**config.mk**
```make
export PLATFORM = sky130hd
export DESIGN_NAME = fml_burst_reader
export DESIGN_NICKNAME = d
export VERILOG_FILES = /design/src/rtl/fml_pkg.sv /design/src/rtl/fml_rd_fifo.sv /design/src/rtl/fml_burst_reader.sv
export SDC_FILE = /design/constraint.sdc
export NUM_CORES = 1
export LEC_CHECK = 0
export CAP_MARGIN = 10
export CORE_UTILIZATION = 30
export CTS_CLUSTER_SIZE = 8
export DETAILED_ROUTE_END_ITERATION = 16
export PLACE_DENSITY = 0.52
export RECOVER_POWER = 100
export SLEW_MARGIN = 40
export SYNTH_ARGS = -nofsm -noshare
export SYNTH_HDL_FRONTEND = slang
export SYNTH_SLANG_ARGS = --single-unit
```
**constraint.sdc**
```tcl
create_clock -name sys_clk -period 7.8 [get_ports sys_clk]
set_input_delay 1.56 -clock sys_clk [delete_from_list [all_inputs] [get_ports sys_clk]]
set_output_delay 1.56 -clock sys_clk [all_outputs]
set_load 0.05 [all_outputs]
```
**src/rtl/fml_pkg.sv**
```systemverilog
`default_nettype none
// ============================================================================
// Module      : fml_pkg
// Description : Shared constants for the FML burst reader: burst length,
//               FSM state encoding and a helper that returns log2 of the
//               burst size in bytes for a given data width.
// Revision    : 1.0 - initial release
// ============================================================================
package fml_pkg;

    localparam int FML_BURST_LEN = 4;

    localparam logic [1:0] ST_IDLE = 2'd0;
    localparam logic [1:0] ST_WAIT = 2'd1;
    localparam logic [1:0] ST_REQ  = 2'd2;
    localparam logic [1:0] ST_BEAT = 2'd3;

    // Number of low byte-address bits covered by one burst.
    function automatic int burst_shift(input int width);
        return $clog2(FML_BURST_LEN * width / 8);
    endfunction

endpackage
`default_nettype wire

```
**src/rtl/fml_rd_fifo.sv**
```systemverilog
`default_nettype none
// ============================================================================
// Module      : fml_rd_fifo
// Description : Single-clock FIFO with a registered output stage.
//               A word written in cycle A is visible on o_rd_data with
//               o_rd_valid high in cycle A+1. Simultaneous read and write
//               are both honoured when full or empty. i_flush empties it.
// Ports       : clk/rst      - clock, async active-high reset
//               i_flush      - discard all contents
//               i_wr_en/data - push a word
//               i_rd_en      - pop the head word when o_rd_valid is high
//               o_rd_data    - head word (registered)
//               o_rd_valid   - head word present
//               o_free       - number of free slots
// Revision    : 1.0 - initial release
// ============================================================================
module fml_rd_fifo #(
    parameter int WIDTH      = 32,
    parameter int DEPTH_LOG2 = 5
) (
    input  logic                  clk,
    input  logic                  rst,
    input  logic                  i_flush,
    input  logic                  i_wr_en,
    input  logic [WIDTH-1:0]      i_wr_data,
    input  logic                  i_rd_en,
    output logic [WIDTH-1:0]      o_rd_data,
    output logic                  o_rd_valid,
    output logic [DEPTH_LOG2:0]   o_free
);

    localparam int                DEPTH   = 1 << DEPTH_LOG2;
    localparam logic [DEPTH_LOG2:0] C_DEPTH = (DEPTH_LOG2 + 1)'(DEPTH);

    logic [WIDTH-1:0]      mem [DEPTH];
    logic [DEPTH_LOG2-1:0] wr_ptr_q, wr_ptr_d;
    logic [DEPTH_LOG2-1:0] rd_ptr_q, rd_ptr_d;
    logic [DEPTH_LOG2:0]   mem_cnt_q, mem_cnt_d;
    logic                  out_valid_q, out_valid_d;
    logic [WIDTH-1:0]      out_data_q, out_data_d;

    logic                  w_pop;
    logic                  w_refill;
    logic                  w_mem_rd;
    logic                  w_mem_wr;
    logic                  w_bypass;
    logic [DEPTH_LOG2:0]   w_level;

    always_comb begin
        w_pop    = out_valid_q & i_rd_en;
        // The output register takes a new word whenever it is empty or popped.
        w_refill = ~out_valid_q | w_pop;
        w_mem_rd = w_refill & (mem_cnt_q != '0);
        // With storage empty, an incoming word goes straight to the output.
        w_bypass = w_refill & (mem_cnt_q == '0) & i_wr_en;
        w_mem_wr = i_wr_en & ~w_bypass;

        wr_ptr_d    = wr_ptr_q;
        rd_ptr_d    = rd_ptr_q;
        mem_cnt_d   = mem_cnt_q;
        out_valid_d = out_valid_q;
        out_data_d  = out_data_q;

        if (w_mem_wr) wr_ptr_d = wr_ptr_q + DEPTH_LOG2'(1);
        if (w_mem_rd) rd_ptr_d = rd_ptr_q + DEPTH_LOG2'(1);

        case ({w_mem_wr, w_mem_rd})
            2'b10:   mem_cnt_d = mem_cnt_q + (DEPTH_LOG2 + 1)'(1);
            2'b01:   mem_cnt_d = mem_cnt_q - (DEPTH_LOG2 + 1)'(1);
            default: mem_cnt_d = mem_cnt_q;
        endcase

        if (w_mem_rd) begin
            out_valid_d = 1'b1;
            out_data_d  = mem[rd_ptr_q];
        end else if (w_bypass) begin
            out_valid_d = 1'b1;
            out_data_d  = i_wr_data;
        end else if (w_refill) begin
            out_valid_d = 1'b0;
        end

        if (i_flush) begin
            wr_ptr_d    = '0;
            rd_ptr_d    = '0;
            mem_cnt_d   = '0;
            out_valid_d = 1'b0;
            out_data_d  = '0;
        end
    end

    always_ff @(posedge clk or posedge rst) begin
        if (rst) begin
            wr_ptr_q    <= '0;
            rd_ptr_q    <= '0;
            mem_cnt_q   <= '0;
            out_valid_q <= 1'b0;
            out_data_q  <= '0;
        end else begin
            wr_ptr_q    <= wr_ptr_d;
            rd_ptr_q    <= rd_ptr_d;
            mem_cnt_q   <= mem_cnt_d;
            out_valid_q <= out_valid_d;
            out_data_q  <= out_data_d;
        end
    end

    always_ff @(posedge clk) begin
        if (w_mem_wr && !i_flush) mem[wr_ptr_q] <= i_wr_data;
    end

    assign w_level    = mem_cnt_q + (DEPTH_LOG2 + 1)'(out_valid_q);
    assign o_free     = C_DEPTH - w_level;
    assign o_rd_data  = out_data_q;
    assign o_rd_valid = out_valid_q;

    // Upstream checks free space before requesting, so this must never fire.
    assert property (@(posedge clk) disable iff (rst)
        !(i_wr_en && !i_flush && !w_pop && (w_level == C_DEPTH)))
        else $error("fml_rd_fifo: write while full");

endmodule
`default_nettype wire

```
**src/rtl/fml_burst_reader.sv**
```systemverilog
`default_nettype none
// ============================================================================
// Module      : fml_burst_reader
// Description : Read-only FML master. Fetches count 4-beat bursts starting
//               at base_adr (burst aligned), buffers them in a FIFO and
//               streams the words out on a valid/ready interface.
// Ports       : sys_clk/sys_rst    - clock, async active-high reset
//               start/abort        - launch / cancel a transfer (pulses)
//               base_adr/count     - first address / burst count, on start
//               busy/done          - transfer active / last beat stored
//               fml_*              - FML master port (read only)
//               q_data/valid/ready - output stream
// Revision    : 1.0 - initial release
// ============================================================================
module fml_burst_reader
    import fml_pkg::*;
#(
    parameter int fml_depth       = 26,
    parameter int fml_width       = 32,
    parameter int fifo_depth_log2 = 5
) (
    input  logic                   sys_clk,
    input  logic                   sys_rst,
    input  logic                   start,
    input  logic                   abort,
    input  logic [fml_depth-1:0]   base_adr,
    input  logic [15:0]            count,
    output logic                   busy,
    output logic                   done,
    output logic [fml_depth-1:0]   fml_adr,
    output logic                   fml_stb,
    output logic                   fml_we,
    output logic [fml_width/8-1:0] fml_sel,
    input  logic                   fml_ack,
    input  logic [fml_width-1:0]   fml_di,
    output logic [fml_width-1:0]   fml_do,
    output logic [fml_width-1:0]   q_data,
    output logic                   q_valid,
    input  logic                   q_ready
);

    localparam int                       BURST_SHIFT  = burst_shift(fml_width);
    localparam logic [fml_depth-1:0]     BURST_BYTES  = fml_depth'(1) << BURST_SHIFT;
    localparam logic [fml_depth-1:0]     ADR_MASK     = ~(BURST_BYTES - fml_depth'(1));
    localparam logic [fifo_depth_log2:0] C_BURST_FREE = (fifo_depth_log2 + 1)'(FML_BURST_LEN);

    logic [1:0]           state_q, state_d;
    logic [fml_depth-1:0] adr_q, adr_d;
    logic [15:0]          remain_q, remain_d;
    logic [1:0]           beat_q, beat_d;
    logic                 stb_q, stb_d;
    logic                 abort_q, abort_d;
    logic                 done_q, done_d;

    logic                 w_aborting;
    logic                 w_fifo_wr;
    logic                 w_fifo_flush;
    logic [fifo_depth_log2:0] w_fifo_free;

    always_comb begin
        state_d      = state_q;
        adr_d        = adr_q;
        remain_d     = remain_q;
        beat_d       = beat_q;
        stb_d        = stb_q;
        abort_d      = abort_q;
        done_d       = 1'b0;
        w_fifo_wr    = 1'b0;
        w_fifo_flush = 1'b0;
        // An abort seen this cycle must already suppress this cycle's write.
        w_aborting   = abort_q | abort;

        case (state_q)
            ST_IDLE: begin
                abort_d = 1'b0;
                if (start) begin
                    if (count != 16'd0) begin
                        adr_d    = base_adr & ADR_MASK;
                        remain_d = count;
                        state_d  = ST_WAIT;
                    end else begin
                        done_d = 1'b1;
                    end
                end
            end
            ST_WAIT: begin
                if (abort) begin
                    remain_d     = 16'd0;
                    w_fifo_flush = 1'b1;
                    state_d      = ST_IDLE;
                end else if (w_fifo_free >= C_BURST_FREE) begin
                    stb_d   = 1'b1;
                    state_d = ST_REQ;
                end
            end
            ST_REQ: begin
                // The strobe cannot be withdrawn, so an abort only marks the
                // burst for discard.
                if (abort) abort_d = 1'b1;
                if (fml_ack) begin
                    stb_d     = 1'b0;
                    w_fifo_wr = ~w_aborting;
                    beat_d    = 2'd1;
                    state_d   = ST_BEAT;
                end
            end
            default: begin // ST_BEAT
                if (abort) abort_d = 1'b1;
                w_fifo_wr = ~w_aborting;
                if (beat_q == 2'd3) begin
                    adr_d    = adr_q + BURST_BYTES;
                    remain_d = remain_q - 16'd1;
                    if (w_aborting) begin
                        remain_d     = 16'd0;
                        w_fifo_flush = 1'b1;
                        state_d      = ST_IDLE;
                    end else if (remain_q == 16'd1) begin
                        done_d  = 1'b1;
                        state_d = ST_IDLE;
                    end else begin
                        state_d = ST_WAIT;
                    end
                end else begin
                    beat_d = beat_q + 2'd1;
                end
            end
        endcase
    end

    always_ff @(posedge sys_clk or posedge sys_rst) begin
        if (sys_rst) begin
            state_q  <= ST_IDLE;
            adr_q    <= '0;
            remain_q <= 16'd0;
            beat_q   <= 2'd0;
            stb_q    <= 1'b0;
            abort_q  <= 1'b0;
            done_q   <= 1'b0;
        end else begin
            state_q  <= state_d;
            adr_q    <= adr_d;
            remain_q <= remain_d;
            beat_q   <= beat_d;
            stb_q    <= stb_d;
            abort_q  <= abort_d;
            done_q   <= done_d;
        end
    end

    fml_rd_fifo #(
        .WIDTH      (fml_width),
        .DEPTH_LOG2 (fifo_depth_log2)
    ) u_fifo (
        .clk        (sys_clk),
        .rst        (sys_rst),
        .i_flush    (w_fifo_flush),
        .i_wr_en    (w_fifo_wr),
        .i_wr_data  (fml_di),
        .i_rd_en    (q_ready),
        .o_rd_data  (q_data),
        .o_rd_valid (q_valid),
        .o_free     (w_fifo_free)
    );

    assign busy    = (state_q != ST_IDLE);
    assign done    = done_q;
    assign fml_adr = adr_q;
    assign fml_stb = stb_q;
    assign fml_we  = 1'b0;
    assign fml_sel = '1;
    assign fml_do  = '0;

endmodule
`default_nettype wire

```
==> impl_metrics.py <==
metrics = {
    "placed_design": {
        "port_buffers": 133,
        "gp_congestion": 0.784,
        "hpwl_um": 64300,
        "placed_cell_area_um2": 48500,
    },
    "global_route": {
        "grt_usage_pct": 15.5,
        "antenna_found_initial": 2,
        "grt_pass1_wl_um": 170000,
        "grt_pass1_vias": 24500,
        "grt_overflow": 0,
        "grt_max_degree": 67,
    },
    "floorplanning": {
        "initial_core_util_pct": 30.4,
        "die-area_um2": 150000,
        "ioPinCount": 179,
        "core_um2": 146000,
        "fp-row-count": 140,
        "die_w_um": 387,
        "die_h_um": 387,
    },
    "timing": {
        "skew_ns": 0.0513,
        "fin_setup_tns_ns": 0,
        "period_minus_slack_ns": 6.16,
        "finalCritPeriodShare_pct": 79.0,
        "finalSetupViolCount": 0,
        "max-slew-margin-rel_pct": -125,
        "rsz0062_at_grt": "false",
        "fmax_mhz": 162,
        "hold_violations": 0,
        "worst_slew_pin_slew_ns": 3.37,
        "slew_viol_final": 1019,
    },
    "clock_network": {
        "post_cts_resized": 0,
        "clkLatencyLatePin_ns": 0.79,
        "clockBufferDepth": 3,
        "cts_sinks": 1118,
        "tritoncts": "built",
        "cts-hold-fix-buffers": 0,
        "cts_root_buf": "clkbuf_16",
        "cts.clk_slew.worst_paths_ns": 0.05,
        "cts_max_level": 4,
        "post_cts_buffers": 0,
        "cts_buffers": 159,
    },
    "worst_setup_path": {
        "cpLargestDelayFamily": "simple AND/OR/NAND/NOR gates",
        "cp-startpoint": "abort",
        "path_max_fanout": 20,
        "r2r_slack_ns": 2.46,
        "path_cells": "dlygate4sd3_1 -> nor2_1 -> nand2_1 -> nor2_1 -> inv_1 -> nor2_1 -> nand2_1 -> nor2_1 -> clkbuf_1",
        "crit_end": "u_fifo.mem[13][5]",
        "cp_data_required_time_ns": 8.17,
        "critPathArrivalTime_ns": 6.53,
        "r2r-end": "u_fifo.mem[13][5]",
        "r2r_cells": 10,
        "crit_cells": 9,
        "critPathBufInv": 3,
        "crit_path_top_delay_cell": "clkbuf_1",
        "rr_startpoint": "state_q[0]",
        "worstSetupPathType": "in -> reg",
        "cp-start-kind": "input port",
        "max_stage_delay_ns": 1.31,
        "endpoint_kind": "flop",
        "cpMostUsedCell": "nor2_1",
    },
    "synth": {
        "synth.top_cells.by_count": "edfxtp_1, mux4_2, mux2i_1, dfrtp_1, a21oi_1",
        "synth_top_area_cell": "edfxtp_1",
        "ys_seq_area_share_pct": 74.4,
        "synth-async-reset-ratio_pct": 8.41,
        "netlist_area_um2": 44500,
        "ys_seq_elements": 1118,
        "synth_area_leaders": "edfxtp_1, mux4_2, dfrtp_1",
        "synth_edf_count": 1024,
        "synth.distinct_cells": 69,
        "ys.flop_type": "edfxtp_1",
        "yosysTopAreaCellShare_pct": 69.1,
        "syn-mean-instance-area_um2": 19.3,
        "netlist_instances": 2309,
        "ys_warn_count": 0,
        "synth_most_common_cell": "edfxtp_1",
    },
    "power": {
        "leakage_nw": 16.9,
        "power.density_nw_per_um2": 351,
        "irDropWorstVdd_mv": 0.253,
    },
    "hold_path": {
        "hold_path.class": "reg -> reg",
    },
    "drt": {
        "num_vias": 23700,
        "wl_per_cell_um": 25.4,
        "drt_iter0_markers": 2024,
        "via_per_inst": 5.17,
        "ant_nets": 0,
        "drt_first_pass_iters": 5,
        "wirelength_um": 116000,
        "drc": 0,
    },
    "final_layout": {
        "area_growth_pct": 18.3,
        "final_area_um2": 52600,
        "fin_nets": 2656,
        "drive_above_1_share_pct": 16.7,
    },
    "run": {
        "maxCapViolations": 36,
    },
    "run_status": {
        "violations": "max-capacitance violations, max-slew violations",
        "status": "complete, but fails checks",
    },
}
==> worst min path at each step <==
stage	start	end	slack [ns]	depth (start not counted)
6_report	u_fifo.o_rd_data[7]	u_fifo.o_rd_data[7]	0.51	1
4_1_cts	remain_q[14]	remain_q[14]	0.50	2
3_3_place_gp	remain_q[14]	remain_q[14]	0.48	2
5_1_grt	u_fifo.o_rd_data[11]	u_fifo.o_rd_data[11]	0.53	1
2_1_floorplan	remain_q[14]	remain_q[14]	0.47	2
3_5_place_dp	remain_q[14]	remain_q[14]	0.49	2
==> cells by family (layout without fill, tap and decap cells) <==
logic type                 count (synthesis)  after routing  synth area share (%)
AOI/OAI and AO/OA                        410            410                  6.75
other                                      2             45                0.0169
DFF                                     1118           1118                  74.4
buffers and inverters                    199            510                  2.51
muxes                                    328            328                  12.9
adders and majority gates                 26             26                 0.731
and+or+nand+nor                          212            212                  2.44
xor gates and xnor gates                  14             14                 0.276
==> routing by layer <==
layer	vias up	global-route usage, %	wire length [um]
met5	-	0	13
li1	10100	-	-
met1	12700	20.7	49800
met2	826	25.6	57000
met4	2	3.97	2110
met3	157	3.22	7430
==> power breakdown <==
group	internal [mW]	switching (mW)	total [mW]
Sequential	6.80	0.323	7.12
Combinational	2.02	2.95	4.97
Clock	3.82	2.58	6.40
Total	12.6	5.85	18.5
==> final cells by class <==
class / instances / area, um2
clock buffers: 253 / 4340
repair buffers: 216 / 1720
flip-flops and latches: 1118 / 33100
inverters: 24 / 91.3
fillers: 13600 / 93800
well taps: 1917 / 2400
multi-input cells: 1031 / 10600
clock inverters: 17 / 363
diodes: 4 / 10.0
==> metrics by stage <==
| step | hold slack, ns | setup WS (ns) | instances | power, mW | util, % |
|---|---|---|---|---|---|
| 6_report | 0.511 | 1.64 | 4580 | 18.5 | 35.9 |
| 5_1_grt | 0.529 | 1.35 | 4576 | 19.3 | 35.9 |
| 4_1_cts | 0.496 | 2.96 | 4576 | 18.8 | 36.3 |
| 3_5_place_dp | 0.488 | 2.17 | 4306 | 12.3 | 33.1 |
| 3_3_place_gp | 0.483 | 2.17 | 4287 | 12.2 | 32.9 |
| 2_1_floorplan | 0.465 | 1.33 | 2348 | 10.8 | - |
==> sequential cells by signal, indices dropped and copies added, names as in the netlist <==
| signal | count |
|---|---|
| abort_q | 1 |
| beat_q | 2 |
| done | 1 |
| fml_adr | 22 |
| fml_stb | 1 |
| remain_q | 16 |
| state_q | 2 |
| u_fifo.mem | 1024 |
| u_fifo.mem_cnt_q | 6 |
| u_fifo.o_rd_data | 32 |
| u_fifo.o_rd_valid | 1 |
| u_fifo.rd_ptr_q | 5 |
| u_fifo.wr_ptr_q | 5 |
==> layout by cell type (no fill, tap or decap), drive strengths merged, types with 5 or more instances in the layout <==
cell	synthesis	final
edfxtp	1024	1024
clkbuf	75	328
mux4	193	193
mux2i	132	132
dfrtp	94	94
a21oi	76	76
dlygate4sd3	0	70
nor2	70	70
o21ai	53	53
o22ai	44	44
conb	2	41
clkdlybuf4s50	0	40
a221o	39	39
a22oi	36	36
a211oi	36	36
nand2	33	33
o221ai	32	32
a22o	31	31
buf	100	31
a2111oi	31	31
inv	24	27
ha	26	26
nand3	19	19
nor3	16	16
and3	15	15
clkinv	0	12
xor2	10	10
nand4	9	9
a32oi	7	7
nor4	7	7
or4	6	6
nor3b	6	6
nor2b	6	6
and2	6	6
or3	5	5
Note: power is estimated with default switching activity, not from simulation.
